[src/rtl/led_playback_sequencer_if.sv]
// Sequence-memory read port between the playback sequencer (master) and the sequence RAM (slave).
// Handshake: mem_rd is a one-cycle read strobe with mem_addr valid in the same cycle. mem_data is valid
// the following cycle. There is no ready/backpressure, because the RAM always accepts a strobe.
interface led_playback_sequencer_if #(
    parameter int ADDR_WIDTH = 6,
    parameter int DATA_WIDTH = 4
);
    logic                  mem_rd;
    logic [ADDR_WIDTH-1:0] mem_addr;
    logic [DATA_WIDTH-1:0] mem_data;

    modport master (output mem_rd, output mem_addr, input  mem_data);
    modport slave  (input  mem_rd, input  mem_addr, output mem_data);
endinterface

[src/rtl/led_playback_sequencer.sv]
// Plays the stored colour sequence on the LEDs: fetch, show for on_time, blank for a gap, repeat, pulse done.
// Optional buzzer tone while an item is lit: define PLAYBACK_TONE_EN.
module led_playback_sequencer #(
    parameter int DATA_WIDTH = 4,
    parameter int ADDR_WIDTH = 6,
    parameter int CNT_WIDTH  = 25,
    parameter int ON_CYCLES  = 25_000_000,
    parameter int OFF_CYCLES = 12_500_000,
    parameter int TONE_BASE  = 50_000
) (
    input  logic                    clk,
    input  logic                    rst_n,
    input  logic                    start,
    input  logic                    abort,
    input  logic [ADDR_WIDTH:0]     len,
    input  logic                    speed,
    led_playback_sequencer_if.master mem_bus,
    output logic [DATA_WIDTH-1:0]   led_out,
    output logic                    busy,
    output logic                    done,
    output logic                    tone_out,
    output logic [2:0]              dbg_state
);

    typedef enum logic [2:0] {
        S_IDLE  = 3'd0,
        S_FETCH = 3'd1,
        S_LATCH = 3'd2,
        S_ON    = 3'd3,
        S_OFF   = 3'd4,
        S_DONE  = 3'd5
    } state_t;

    localparam logic [CNT_WIDTH-1:0]  ON_LOAD_FULL = CNT_WIDTH'(ON_CYCLES - 1);
    localparam logic [CNT_WIDTH-1:0]  ON_LOAD_HALF = CNT_WIDTH'((ON_CYCLES >> 1) - 1);
    localparam logic [CNT_WIDTH-1:0]  OFF_LOAD     = CNT_WIDTH'(OFF_CYCLES - 1);
    localparam logic [CNT_WIDTH-1:0]  CNT_ONE      = CNT_WIDTH'(1);
    localparam logic [ADDR_WIDTH-1:0] IDX_ONE      = ADDR_WIDTH'(1);
    localparam logic [ADDR_WIDTH:0]   LEN_ONE      = (ADDR_WIDTH+1)'(1);

    state_t                  state_q, state_d;
    logic [ADDR_WIDTH-1:0]   idx_q, idx_d;
    logic [ADDR_WIDTH:0]     len_q, len_d;
    logic                    speed_q, speed_d;
    logic [CNT_WIDTH-1:0]    timer_q, timer_d;
    logic [DATA_WIDTH-1:0]   led_q, led_d;
    logic                    mem_rd_q, mem_rd_d;
    logic [ADDR_WIDTH-1:0]   mem_addr_q, mem_addr_d;
    logic                    busy_q, busy_d;
    logic                    done_q, done_d;
    logic                    last_item;

    assign last_item = ({1'b0, idx_q} == (len_q - LEN_ONE));

    always_ff @(posedge clk or negedge rst_n) begin
        if (!rst_n) begin
            state_q    <= S_IDLE;
            idx_q      <= '0;
            len_q      <= '0;
            speed_q    <= 1'b0;
            timer_q    <= '0;
            led_q      <= '0;
            mem_rd_q   <= 1'b0;
            mem_addr_q <= '0;
            busy_q     <= 1'b0;
            done_q     <= 1'b0;
        end else begin
            state_q    <= state_d;
            idx_q      <= idx_d;
            len_q      <= len_d;
            speed_q    <= speed_d;
            timer_q    <= timer_d;
            led_q      <= led_d;
            mem_rd_q   <= mem_rd_d;
            mem_addr_q <= mem_addr_d;
            busy_q     <= busy_d;
            done_q     <= done_d;
        end
    end

    always_comb begin
        state_d    = state_q;
        idx_d      = idx_q;
        len_d      = len_q;
        speed_d    = speed_q;
        timer_d    = timer_q;
        led_d      = led_q;
        mem_addr_d = mem_addr_q;

        case (state_q)
            S_IDLE: begin
                if (start && !abort) begin
                    if (len != '0) begin
                        state_d = S_FETCH;
                        len_d   = len;
                        speed_d = speed;
                        idx_d   = '0;
                    end else begin
                        state_d = S_DONE;
                    end
                end
            end
            S_FETCH: state_d = S_LATCH;
            S_LATCH: begin
                led_d   = mem_bus.mem_data;
                timer_d = speed_q ? ON_LOAD_HALF : ON_LOAD_FULL;
                state_d = S_ON;
            end
            S_ON: begin
                if (timer_q == '0) begin
                    led_d   = '0;
                    timer_d = OFF_LOAD;
                    state_d = S_OFF;
                end else begin
                    timer_d = timer_q - CNT_ONE;
                end
            end
            S_OFF: begin
                if (timer_q == '0) begin
                    if (last_item) begin
                        state_d = S_DONE;
                    end else begin
                        idx_d   = idx_q + IDX_ONE;
                        state_d = S_FETCH;
                    end
                end else begin
                    timer_d = timer_q - CNT_ONE;
                end
            end
            S_DONE:  state_d = S_IDLE;
            default: state_d = S_IDLE;
        endcase

        // Abort overrides any timer event and suppresses the done pulse.
        if (abort) begin
            state_d = S_IDLE;
            led_d   = '0;
            timer_d = '0;
        end

        if (state_d == S_FETCH) begin
            mem_addr_d = idx_d;
        end
        mem_rd_d = (state_d == S_FETCH);
        busy_d   = (state_d != S_IDLE);
        done_d   = (state_d == S_DONE);
    end

    assign mem_bus.mem_rd   = mem_rd_q;
    assign mem_bus.mem_addr = mem_addr_q;
    assign led_out          = led_q;
    assign busy             = busy_q;
    assign done             = done_q;
    assign dbg_state        = state_q;

`ifdef PLAYBACK_TONE_EN
    localparam int TONE_MAX = TONE_BASE << (DATA_WIDTH - 1);
    localparam int TONE_W   = $clog2(TONE_MAX + 1);
    localparam logic [TONE_W-1:0] TONE_ONE = TONE_W'(1);

    logic [TONE_W-1:0] tone_cnt_q, tone_cnt_d;
    logic [TONE_W-1:0] tone_half;
    logic              tone_q, tone_d;
    int                tone_k;

    always_ff @(posedge clk or negedge rst_n) begin
        if (!rst_n) begin
            tone_cnt_q <= '0;
            tone_q     <= 1'b0;
        end else begin
            tone_cnt_q <= tone_cnt_d;
            tone_q     <= tone_d;
        end
    end

    // Half-period doubles per colour bit; a blank item falls back to bit 0.
    always_comb begin
        tone_k = 0;
        for (int i = DATA_WIDTH - 1; i >= 0; i--) begin
            if (led_q[i]) tone_k = i;
        end
        tone_half  = TONE_W'(TONE_BASE) << tone_k;
        tone_cnt_d = '0;
        tone_d     = 1'b0;
        if (state_q == S_ON && state_d == S_ON) begin
            if (tone_cnt_q == tone_half - TONE_ONE) begin
                tone_d = ~tone_q;
            end else begin
                tone_cnt_d = tone_cnt_q + TONE_ONE;
                tone_d     = tone_q;
            end
        end
    end

    assign tone_out = tone_q;
`else
    logic unused_tone_base;
    assign unused_tone_base = ^TONE_BASE;
    assign tone_out         = 1'b0;
`endif

endmodule
[src/flat_wrapper.sv]
// flat-port wrapper written by rule: the top's interface ports become plain ports
module led_playback_sequencer_flat 
#(
    parameter int DATA_WIDTH = 4,
    parameter int ADDR_WIDTH = 6,
    parameter int CNT_WIDTH  = 25,
    parameter int ON_CYCLES  = 25_000_000,
    parameter int OFF_CYCLES = 12_500_000,
    parameter int TONE_BASE  = 50_000
)
  (clk, rst_n, start, abort, len, speed, led_out, busy, done, tone_out, dbg_state, mem_bus_mem_rd, mem_bus_mem_addr, mem_bus_mem_data);
  led_playback_sequencer_if #(.ADDR_WIDTH(ADDR_WIDTH), .DATA_WIDTH(DATA_WIDTH)) mem_bus_i ();
  input  logic clk;
  input  logic rst_n;
  input  logic start;
  input  logic abort;
  input  logic [ADDR_WIDTH:0] len;
  input  logic speed;
  output logic [DATA_WIDTH-1:0] led_out;
  output logic busy;
  output logic done;
  output logic tone_out;
  output logic [2:0] dbg_state;
  output wire logic [$bits(mem_bus_i.mem_rd)-1:0] mem_bus_mem_rd;
  output wire logic [$bits(mem_bus_i.mem_addr)-1:0] mem_bus_mem_addr;
  input wire logic [$bits(mem_bus_i.mem_data)-1:0] mem_bus_mem_data;
  assign mem_bus_mem_rd = mem_bus_i.mem_rd;
  assign mem_bus_mem_addr = mem_bus_i.mem_addr;
  assign mem_bus_i.mem_data = mem_bus_mem_data;
  led_playback_sequencer #(.DATA_WIDTH(DATA_WIDTH), .ADDR_WIDTH(ADDR_WIDTH), .CNT_WIDTH(CNT_WIDTH), .ON_CYCLES(ON_CYCLES), .OFF_CYCLES(OFF_CYCLES), .TONE_BASE(TONE_BASE)) u_core (.clk(clk), .rst_n(rst_n), .start(start), .abort(abort), .len(len), .speed(speed), .mem_bus(mem_bus_i), .led_out(led_out), .busy(busy), .done(done), .tone_out(tone_out), .dbg_state(dbg_state));
endmodule
[config.mk]
export PLATFORM = sky130hd
export DESIGN_NAME = led_playback_sequencer_flat
export DESIGN_NICKNAME = d
export VERILOG_FILES = /design/src/rtl/led_playback_sequencer_if.sv /design/src/rtl/led_playback_sequencer.sv /design/src/flat_wrapper.sv
export SDC_FILE = /design/constraint.sdc
export NUM_CORES = 1
export LEC_CHECK = 0
export BUFFER_PORTS_ARGS = -buffer_cell sky130_fd_sc_hd__buf_2
export CAP_MARGIN = 25
export CORE_MARGIN = 3
export CORE_UTILIZATION = 50
export CTS_BUF_LIST = sky130_fd_sc_hd__clkbuf_4 sky130_fd_sc_hd__clkbuf_8
export CTS_CLUSTER_SIZE = 14
export DETAILED_ROUTE_END_ITERATION = 16
export GPL_TIMING_DRIVEN = 0
export HOLD_SLACK_MARGIN = 0.06
export PLACE_DENSITY = 0.79
export SYNTH_ARGS = -nofsm -noshare
export SYNTH_HDL_FRONTEND = slang
export SYNTH_SLANG_ARGS = --single-unit
export TNS_END_PERCENT = 50
[constraint.sdc]
create_clock -name clk -period 3.6 [get_ports clk]
set_input_delay 0.36 -clock clk [delete_from_list [all_inputs] [get_ports clk]]
set_output_delay 0.36 -clock clk [all_outputs]
set_load 0.02 [all_outputs]
==> results of run 1 <==
cell families after synthesis:
family,share of synthesized area (%)
flops,43.79
buf+inv,3.782
xor+xnor,1.951
simple gates,22.49
other cells,0.1193
compound gates,21.58
mux,5.096
fa+ha+maj,1.194
final cells by class:
type                       instances  area [sq um]
multi-input combinational        254          1648
inverter                          13         48.80
clock inverter                     2         16.27
tap                               75         93.84
sequential                        55          1376
timing repair buffer              32         177.7
fill                             540          2477
clock buffer                       6         82.58
buffer                            17         70.07
path summary, 6_finish.rpt:
path | from | to | cells after the start | slack (ps)
worst max-delay path | u_core.timer_q[0] | u_core.timer_q[18] | 10 | 370
max in group asynchronous | rst_n | u_core.timer_q[22] | 2 | 2960
worst min-delay path | rst_n | u_core.timer_q[1] | 1 | 60
worst min register to register | u_core.led_out[2] | u_core.led_out[2] | 1 | 480
worst max register to register | u_core.timer_q[0] | u_core.timer_q[18] | 10 | 370
min in group clk | speed | u_core.speed_q | 3 | 240
cells in the final DEF (no fill, tap or decap), types with 2 or more instances in the layout:
cell type / synthesis / routed
a211o_1: 3 / 3
a21o_1: 8 / 8
a21oi_1: 20 / 20
a221o_1: 2 / 2
a22o_1: 2 / 2
a31o_2: 5 / 5
a31oi_1: 6 / 6
a41oi_1: 2 / 2
and3_1: 5 / 5
buf_2: 2 / 32
buf_4: 1 / 2
clkbuf_1: 14 / 14
clkbuf_8: 0 / 6
dfrtp_1: 55 / 55
ha_1: 3 / 3
inv_1: 13 / 13
mux2_4: 6 / 6
mux2i_1: 7 / 7
nand2_1: 37 / 37
nand3_1: 3 / 3
nand3b_1: 2 / 2
nand4_1: 2 / 2
nor2_1: 23 / 23
nor2b_1: 3 / 3
nor3_1: 16 / 16
nor4_1: 11 / 11
nor4b_1: 6 / 6
o2111ai_1: 5 / 5
o211ai_1: 3 / 3
o21a_1: 2 / 2
o21ai_0: 16 / 16
o21ai_1: 5 / 5
o31ai_1: 9 / 9
or3_1: 10 / 10
or4_1: 5 / 5
xnor2_1: 4 / 4
xor2_1: 3 / 3
flip-flops by register name, indices dropped and copies added, names as in the netlist:
signal / cells
u_core.timer_q: 25
u_core.mem_bus.mem_rd: 1
u_core.mem_bus.mem_addr: 6
u_core.led_out: 4
u_core.idx_q: 6
u_core.busy: 1
u_core.done: 1
u_core.speed_q: 1
u_core.dbg_state: 3
u_core.len_q: 7
worst reg2reg max path, delay by kind of cell (launching register included):
kind / cells / cell delay, ps
AND/OR/NAND/NOR: 3 / 1210
AO/OA/AOI/OAI: 3 / 700
buffers and inverters: 3 / 590
flip-flops: 1 / 440
adder cells (fa/ha/maj): 1 / 180
through the flow:
stage	utilization (%)	hold slack [ps]	power [mW]	instance area, sq um
floorplan	-	64.41	0.9980	3143
global placement	56.54	457.5	1.087	3387
detailed placement	57.00	424.3	1.105	3415
CTS	58.65	83.68	1.469	3513
global route	58.65	127.3	1.549	3513
finish	58.65	55.68	1.466	3513
report_power, final:
group | switching [mW] | internal (mW)
Clock | 0.211 | 0.158
Combinational | 0.218 | 0.138
Sequential | 0.0662 | 0.675
Total | 0.495 | 0.971
routing by layer:
layer / share of wire (%) / global-route usage (%) / vias up
met5: 0 / 0 / -
li1: - / - / 1345
met3: 6.1 / 3.204 / 22
met1: 46 / 30.43 / 1319
met4: 2.5 / 6.331 / 0
met2: 46 / 34.11 / 108
==> impl_metrics.toml, run 1 <==
[cts]
insertion_delay_ps = 310
clk_path_buf_depth = 2
postCtsHoldBufs = 0
post_cts_buffers = 0
cts_max_level = 2
cts_tree = "done"
cts_sinks = 55
cts_buffers = 5
clk_pin_slew_ps = 100
cts-resized-gates = 0
cts_root_buffer = "clkbuf_8"

[finish]
finalNonFillerCells = 454
area_growth_pct = 11.78
layout-drive-gt1-share_pct = 16.62
antenna_cells = 0
layout.nets = 397

[floorplanning]
initial_utilization_pct = 52.46
die_area_sq_um = 7274
ios = 33
core_area_sq_um = 5991
fp.dieH_um = 85.29
die_w_um = 85.29
rows = 28

[logic_synthesis]
synth_nets = 358
avgSynthCellArea_sq_um = 9.271
synth_cell_types = 56
synth.top_cell.area_share_pct = 43.79
netlist_area_sq_um = 3143
synthArstFlopShare_pct = 100.0
synth_top_cell_by_area = "dfrtp_1"
synth_common_cells = "55 x dfrtp_1, 37 x nand2_1, 23 x nor2_1"
synth_flop_cell = "dfrtp_1"
syn_inst = 339
synth-seq-cells = 55
yosysSeqAreaShare_pct = 43.79
yosys_warnings = 0
synth_edf_count = 0
synth.most_common_cell = "dfrtp_1"
synthTopCellsByArea = "dfrtp_1 44%, nand2_1 4.4%, a21oi_1 3.2%"

[placed_design]
io_buffer_count = 30
dpl_worst_slack_ps = 438.8
place_inst = 446
dp_hpwl_mm = 5.434
globalplace.congestion = 0.8825

[sta]
rsz0062_at_grt = "no"
finalSetupViolCount = 0
hold_viol = 0
skew_ps = 8.823
drv_slew = 0
relSlewSlack_pct = 49.89
worst_slack_ps = 366.1
fmax_mhz = 309.2
finalCritPeriodShare_pct = 89.83
setup_tns_ps = 0
tightest_slew_ps = 748.2
fin_crit_ps = 3234

[global_routing]
gr-total-overflow = 0
antenna_found_initial = 0
grt_pass1_wl_mm = 12.81
grt_pass1_vias = 2700
grtUsageTotal_pct = 21.45
grt_max_degree = 30

[drt]
dr.pass1.iters = 5
wl_per_cell_um = 16.15
drt_iter0_drc = 284
avgViaCountPerCell = 6.154
vias = 2794
antenna_violating_nets_post_route = 0
drc_errors = 0
totalWireLength_mm = 7.331

[worst_setup_path]
worstPathArrival_ps = 3450
setup.worst_path.class = "reg -> reg"
startpoint_type = "register"
end_kind = "register"
crit_path_max_fanout = 10
cp_top_family = "simple AND/OR/NAND/NOR gates"
path_buf_inv = 3
crit_slowest_cell = "or3_1"
worstPathCellList = "inv_1 -> ha_1 -> nor3b_2 -> nand4b_1 -> or3_1 -> clkbuf_1 -> a21boi_2 -> buf_2 -> a21oi_1 -> o21a_1"
cp.required_ps = 3810
cp_slowest_stage_delay_ps = 480

[power_and_ir_drop]
p_per_area_nw_per_um2 = 417.2
p_leak_nw = 1.615
peakVddDrop_mv = 0.2678

[status]
status = "complete, no violations"

[flow_run]
cap_violations = 0

[worst_hold_path]
hp-class = "in -> async"
Note: power is estimated with default switching activity, not from simulation.
==> run 2, diff against run 1 <==
Settings changed: ABC_AREA from default to 1.
==> impl_metrics.toml, run 2 <==
[logic_synthesis]
yosys_warnings = 0
yosysSeqAreaShare_pct = 41.04
synth_edf_count = 0
synth.most_common_cell = "nand2_1"
synth.top_cell.area_share_pct = 41.04
synth_mux_area_share_pct = 0
avgSynthCellArea_sq_um = 7.321
synthTopCellsByArea = "dfrtp_1 41%, nand2_1 15%, inv_1 6.2%"
yosys.area_share.simple_pct = 37.24
synth_top_cell_by_area = "dfrtp_1"
synth_top_family_by_area = "simple AND/OR/NAND/NOR gates"
synth_nets = 477
synth-seq-cells = 55
synthArstFlopShare_pct = 100.0
netlist_area_sq_um = 3353
synth_common_cells = "138 x nand2_1, 55 x dfrtp_1, 55 x inv_1"
syn_inst = 458
synth_adder_area_share_pct = 1.119
synth_xor_area_share_pct = 4.701
synth_flop_cell = "dfrtp_1"
synth_cell_types = 35
synth_compound_area_share_pct = 7.761

[drt]
dr.pass1.iters = 4
wl_met3_um = 422
met1_length_mm = 3.698
dr.max_layer_used = "met4"
antenna_violating_nets_post_route = 0
vias = 3014
avgViaCountPerCell = 5.233
drt_iter0_drc = 143
drc_errors = 0
totalWireLength_mm = 7.711
wl_per_cell_um = 13.39
wl_met2_mm = 3.487

[finish]
finalNonFillerCells = 576
final_util_pct = 58.08
layout_common_cells = "138 x nand2_1, 55 x inv_1, 55 x dfrtp_1"
top_register = "u_core.timer_q"
top_regs = "u_core.timer_q: 25 flops, u_core.len_q: 7 flops"
layout.nets = 517
antenna_cells = 0
largest_register_ffs = 25
layout-drive-gt1-share_pct = 15.63
area_growth_pct = 11.23
mostFrequentLayoutCell = "nand2_1"

[cts]
cts_max_level = 2
post_cts_buffers = 0
cts_buffers = 5
cts_tree = "done"
clk_pin_slew_ps = 110
cts_root_buffer = "clkbuf_8"
clk_path_buf_depth = 2
insertion_delay_ps = 320
cts_sinks = 55

[sta]
fmax_mhz = 457.0
finalSetupViolCount = 0
hold_viol = 0
skew_ps = 8.009
relSlewSlack_pct = 61.58
finalCritPeriodShare_pct = 60.78
rsz0062_at_grt = "no"
tightest_slew_ps = 576.4
setup_tns_ps = 0
fin_crit_ps = 2188
drv_slew = 0

[global_routing]
grtUsageTotal_pct = 22.11
antenna_found_initial = 0
grt_pass1_vias = 3097
gr-total-overflow = 0
grt_pass1_wl_mm = 13.74
grt_max_degree = 33

[worst_setup_path]
worstPathArrival_ps = 2430
end_kind = "register"
cp.required_ps = 3840
crit_path_max_fanout = 10
crit_end = "u_core.timer_q[12]"
startpoint = "u_core.timer_q[0]"
worst_r2r_path_depth = 13
timing.rr.end = "u_core.timer_q[12]"
setup.worst_path.class = "reg -> reg"
rrSetupSlack_ps = 1410
startpoint_type = "register"
r2r-start = "u_core.timer_q[0]"

[floorplanning]
die_area_sq_um = 7725
core_area_sq_um = 6422
initial_utilization_pct = 52.21
ios = 33
rows = 29
fp.dieH_um = 87.89
die_w_um = 87.89

[power_and_ir_drop]
p_clk_share_pct = 24.3
p_sw_mw = 0.5607
comb_power_share_pct = 27.0
seq_power_share_pct = 48.7
p_leak_nw = 1.976
p_int_mw = 0.9668
switching_share_pct = 36.71
p_per_area_nw_per_um2 = 409.5
peakVddDrop_mv = 0.2334

[placed_design]
place_inst = 567
globalplace.congestion = 0.8707
io_buffer_count = 31
dp_hpwl_mm = 5.943

[status]
status = "complete, no violations"

[worst_hold_path]
hp-class = "in -> reg"

[flow_run]
cap_violations = 0
==> run 2: cell types whose count changed in the layout (fill, tap and decap cells not counted), moves of 13 or more <==
cell / before / now
a21oi_1: 20 / 4
clkbuf_1: 14 / 1
inv_1: 13 / 55
nand2_1: 37 / 138
nand3_1: 3 / 30
nor2_1: 23 / 46
xor2_1: 3 / 18
==> run 2: power groups by stage <==
stage | clock network, mW | logic [mW] | registers [mW]
after floorplan | 0 | 0.295 | 0.753
final | 0.371 | 0.413 | 0.744
after global routing | 0.406 | 0.477 | 0.755
after detailed placement | 0 | 0.411 | 0.753
after CTS | 0.382 | 0.413 | 0.743
after global placement | 0 | 0.389 | 0.753
==> run 2: logic make-up (layout without fill, tap and decap cells) <==
| group | after synthesis | after routing |
|---|---|---|
| simple gates | 266 | 266 |
| flops | 55 | 55 |
| other cells | 1 | 1 |
| buf+inv | 67 | 108 |
| xor+xnor | 18 | 18 |
| compound gates | 48 | 48 |
| fa+ha+maj | 3 | 3 |
==> run 2: worst min path at each step <==
stage / from / to / slack [ps] / cells past startpoint
floorplan: rst_n / u_core.busy / 60 / 0
global placement: u_core.mem_bus.mem_addr[5] / u_core.mem_bus.mem_addr[5] / 450 / 2
detailed placement: rst_n / u_core.len_q[6] / 390 / 1
CTS: speed / u_core.speed_q / 240 / 3
global route: mem_bus_mem_data[3] / u_core.led_out[3] / 250 / 3
finish: speed / u_core.speed_q / 240 / 3
==> run 2: through the flow <==
step / power, mW / hold WS (ps) / area (sq um) / setup slack [ps]
floorplan: 1.048 / 64.41 / 3353 / 1823
global placement: 1.141 / 450.9 / 3605 / 1545
detailed placement: 1.164 / 389.0 / 3625 / 1490
CTS: 1.538 / 244.6 / 3730 / 1429
global route: 1.638 / 249.4 / 3730 / 1201
finish: 1.528 / 242.5 / 3730 / 1412
==> run 2: layer usage <==
metal	vias to the layer above	GRT usage, %
met5	-	0
met3	8	3.575
met4	0	7.392
li1	1533	-
met1	1400	31.29
met2	73	34.59
==> run 2: critical path, stage by stage, from the launching register on <==
cell and delay (ps):
dfrtp_1 400, inv_1 110, ha_1 210, nand2_2 110, inv_1 80, nand2_1 90
nor2_1 160, nand2_1 80, nand3_2 90, nand2_2 180, inv_2 150, buf_4 190
a31oi_1 60, o21ai_0 180
==> run 2: final cells by class <==
| type | instances | area, sq um |
|---|---|---|
| inverter | 61 | 229.0 |
| sequential | 55 | 1376 |
| clock inverter | 3 | 26.28 |
| fill | 575 | 2693 |
| multi-input combinational | 336 | 1708 |
| clock buffer | 5 | 68.82 |
| buffer | 6 | 40.04 |
| tap | 77 | 96.34 |
| timing repair buffer | 33 | 185.2 |
==> run 2: timing repair <==
item | in CTS | in global routing
endpoints found under the hold margin | 23 | 0
hold buffers | 1 | 0
gates resized for setup | 0 | 0
==> run 3, diff against run 2 <==
Settings changed: PLACE_DENSITY 0.79 to 0.82.
Clock period 3.6 ns to 1.8 ns, I/O delays scaled along.
==> impl_metrics.toml, run 3 (same netlist as run 2, synthesis figures left out) <==
[status]
failed_checks = "setup timing"
status = "finished, violations left"

[sta]
skew_ps = 15.18
hold_slack_ps = 51.76
fmax_mhz = 520.4
setup_tns_ps = -1068
hold_viol = 0
tightest_slew_ps = 587.9
finalSetupViolCount = 23
drv_slew = 0
relSlewSlack_pct = 60.81
worst_slack_ps = -121.6
rsz0062_at_grt = "yes"
fin_crit_ps = 1922
finalCritPeriodShare_pct = 106.8

[global_routing]
gr-total-overflow = 0
grt_pass1_vias = 3188
antenna_found_initial = 0
grt_pass1_wl_mm = 14.61
grt_max_degree = 33
grtUsageTotal_pct = 24.18

[worst_setup_path]
setup.worst_path.class = "reg -> reg"
cp.required_ps = 2070
startpoint_type = "register"
crit_path_max_fanout = 7
rrSetupSlack_ps = -120
worstPathArrival_ps = 2190
end_kind = "register"
path_buf_inv = 0
cp_top_family = "simple AND/OR/NAND/NOR gates"
crit_slowest_cell = "dfrtp_1"
cp_slowest_stage_delay_ps = 430
worstPathCellList = "nor2_2 -> nand3_2 -> or2_4 -> nor3_4 -> nand2_4 -> nand2_2 -> nand2_4 -> nor2_4 -> nand2_1 -> nand2_1"

[cts]
clk_path_buf_depth = 2
clk_pin_slew_ps = 110
cts_root_buffer = "clkbuf_8"
insertion_delay_ps = 330
cts_buffers = 5
cts_sinks = 55
cts_tree = "done"
cts_max_level = 2

[flow_run]
cap_violations = 0

[floorplanning]
ios = 33
initial_utilization_pct = 52.21
die_area_sq_um = 7725
fp.dieH_um = 87.89
core_area_sq_um = 6422
die_w_um = 87.89
rows = 29

[drt]
totalWireLength_mm = 9.113
wl_per_cell_um = 14.96
avgViaCountPerCell = 5.445
vias = 3316
drt_iter0_drc = 181
drc_errors = 0
dr.pass1.iters = 5
antenna_violating_nets_post_route = 0

[placed_design]
placed_area_sq_um = 3625
dpl_worst_slack_ps = -351.5
io_buffer_count = 31
dp_hpwl_mm = 6.050
globalplace.congestion = 0.8963

[power_and_ir_drop]
p_per_area_nw_per_um2 = 792.3
totalPowerFinal_mw = 3.333
p_leak_nw = 2.169
peakVddDrop_mv = 0.5957

[finish]
antenna_cells = 0
layout_common_cells = "126 x nand2_1, 48 x dfrtp_1, 45 x inv_1"
layout-drive-gt1-share_pct = 30.26
area_growth_pct = 25.45
top_register = "u_core.timer_q"
largest_register_ffs = 25
finalInstanceArea_sq_um = 4207
layout.nets = 550
top_regs = "u_core.timer_q: 25 flops, u_core.len_q: 7 flops"
mostFrequentLayoutCell = "nand2_1"

[worst_hold_path]
hp-class = "in -> reg"
==> run 3: cell types whose count changed in the layout (fill, tap and decap cells not counted), moves of 4 or more <==
cell	change
buf_4	+32
nand2_1	-12
nor2_1	-11
inv_1	-10
inv_2	+8
dfrtp_1	-7
dfrtp_2	+7
nand2_2	+6
nand2_4	+6
nor2_4	+6
nor2_2	+5
nand3_1	-4
==> run 3: final cells by class <==
class                   instances  area (sq um)
clock inverters                 3         26.28
repair buffers                 66         440.4
fillers                       510          2216
well taps                      77         96.34
multi-input cells             336          1903
clock buffers                   5         68.82
flip-flops and latches         55          1385
plain buffers                   6         52.55
inverters                      61         234.0
==> run 3: worst paths after layout <==
| check | from | to | cells after the start |
|---|---|---|---|
| worst max-delay path | u_core.timer_q[21] | u_core.mem_bus.mem_addr[5] | 10 |
| worst min-delay path | speed | u_core.speed_q | 3 |
| worst max register to register | u_core.timer_q[21] | u_core.mem_bus.mem_addr[5] | 10 |
| worst min register to register | u_core.mem_bus.mem_addr[1] | u_core.mem_bus.mem_addr[1] | 2 |
| max in group asynchronous | rst_n | u_core.timer_q[10] | 3 |
| min in group asynchronous | rst_n | u_core.len_q[6] | 2 |
==> run 3: report_power, final <==
part           switching (mW)  total (mW)  leakage (nW)  internal, mW
sequential              0.124        1.49         0.706          1.37
clock                   0.466       0.754        0.0491         0.288
combinational           0.665        1.08          1.41         0.419
==> run 3: metal layers <==
| layer | track usage (%) | part of all wire [%] |
|---|---|---|
| met5 | 0 | 0 |
| met4 | 7.950 | 1.4 |
| met3 | 4.045 | 5.5 |
| met2 | 39.38 | 49 |
| met1 | 32.88 | 44 |
==> run 3: worst reg2reg max path, cell delays in order, from the launching register on <==
cell and delay, ps:
dfrtp_1 430, nor2_2 160, nand3_2 100, or2_4 300, nor3_4 290, nand2_4 100
nand2_2 100, nand2_4 70, nor2_4 170, nand2_1 90, nand2_1 70
==> run 3: repair_timing <==
item | in CTS | in global routing
endpoints found under the setup margin | 53 | 42
pin swaps | 22 | 9
hold buffers | 1 | 0
cloned | 0 | 1
endpoints found under the hold margin | 23 | 0
gates resized for setup | 41 | 38
buffers inserted | 28 | 4
==> run 3: through the flow <==
stage | utilization [%] | std cells
after floorplan | - | 458
after global placement | 56.13 | 566
after detailed placement | 56.44 | 567
after CTS | 63.37 | 604
after global routing | 65.50 | 609
final | 65.50 | 609
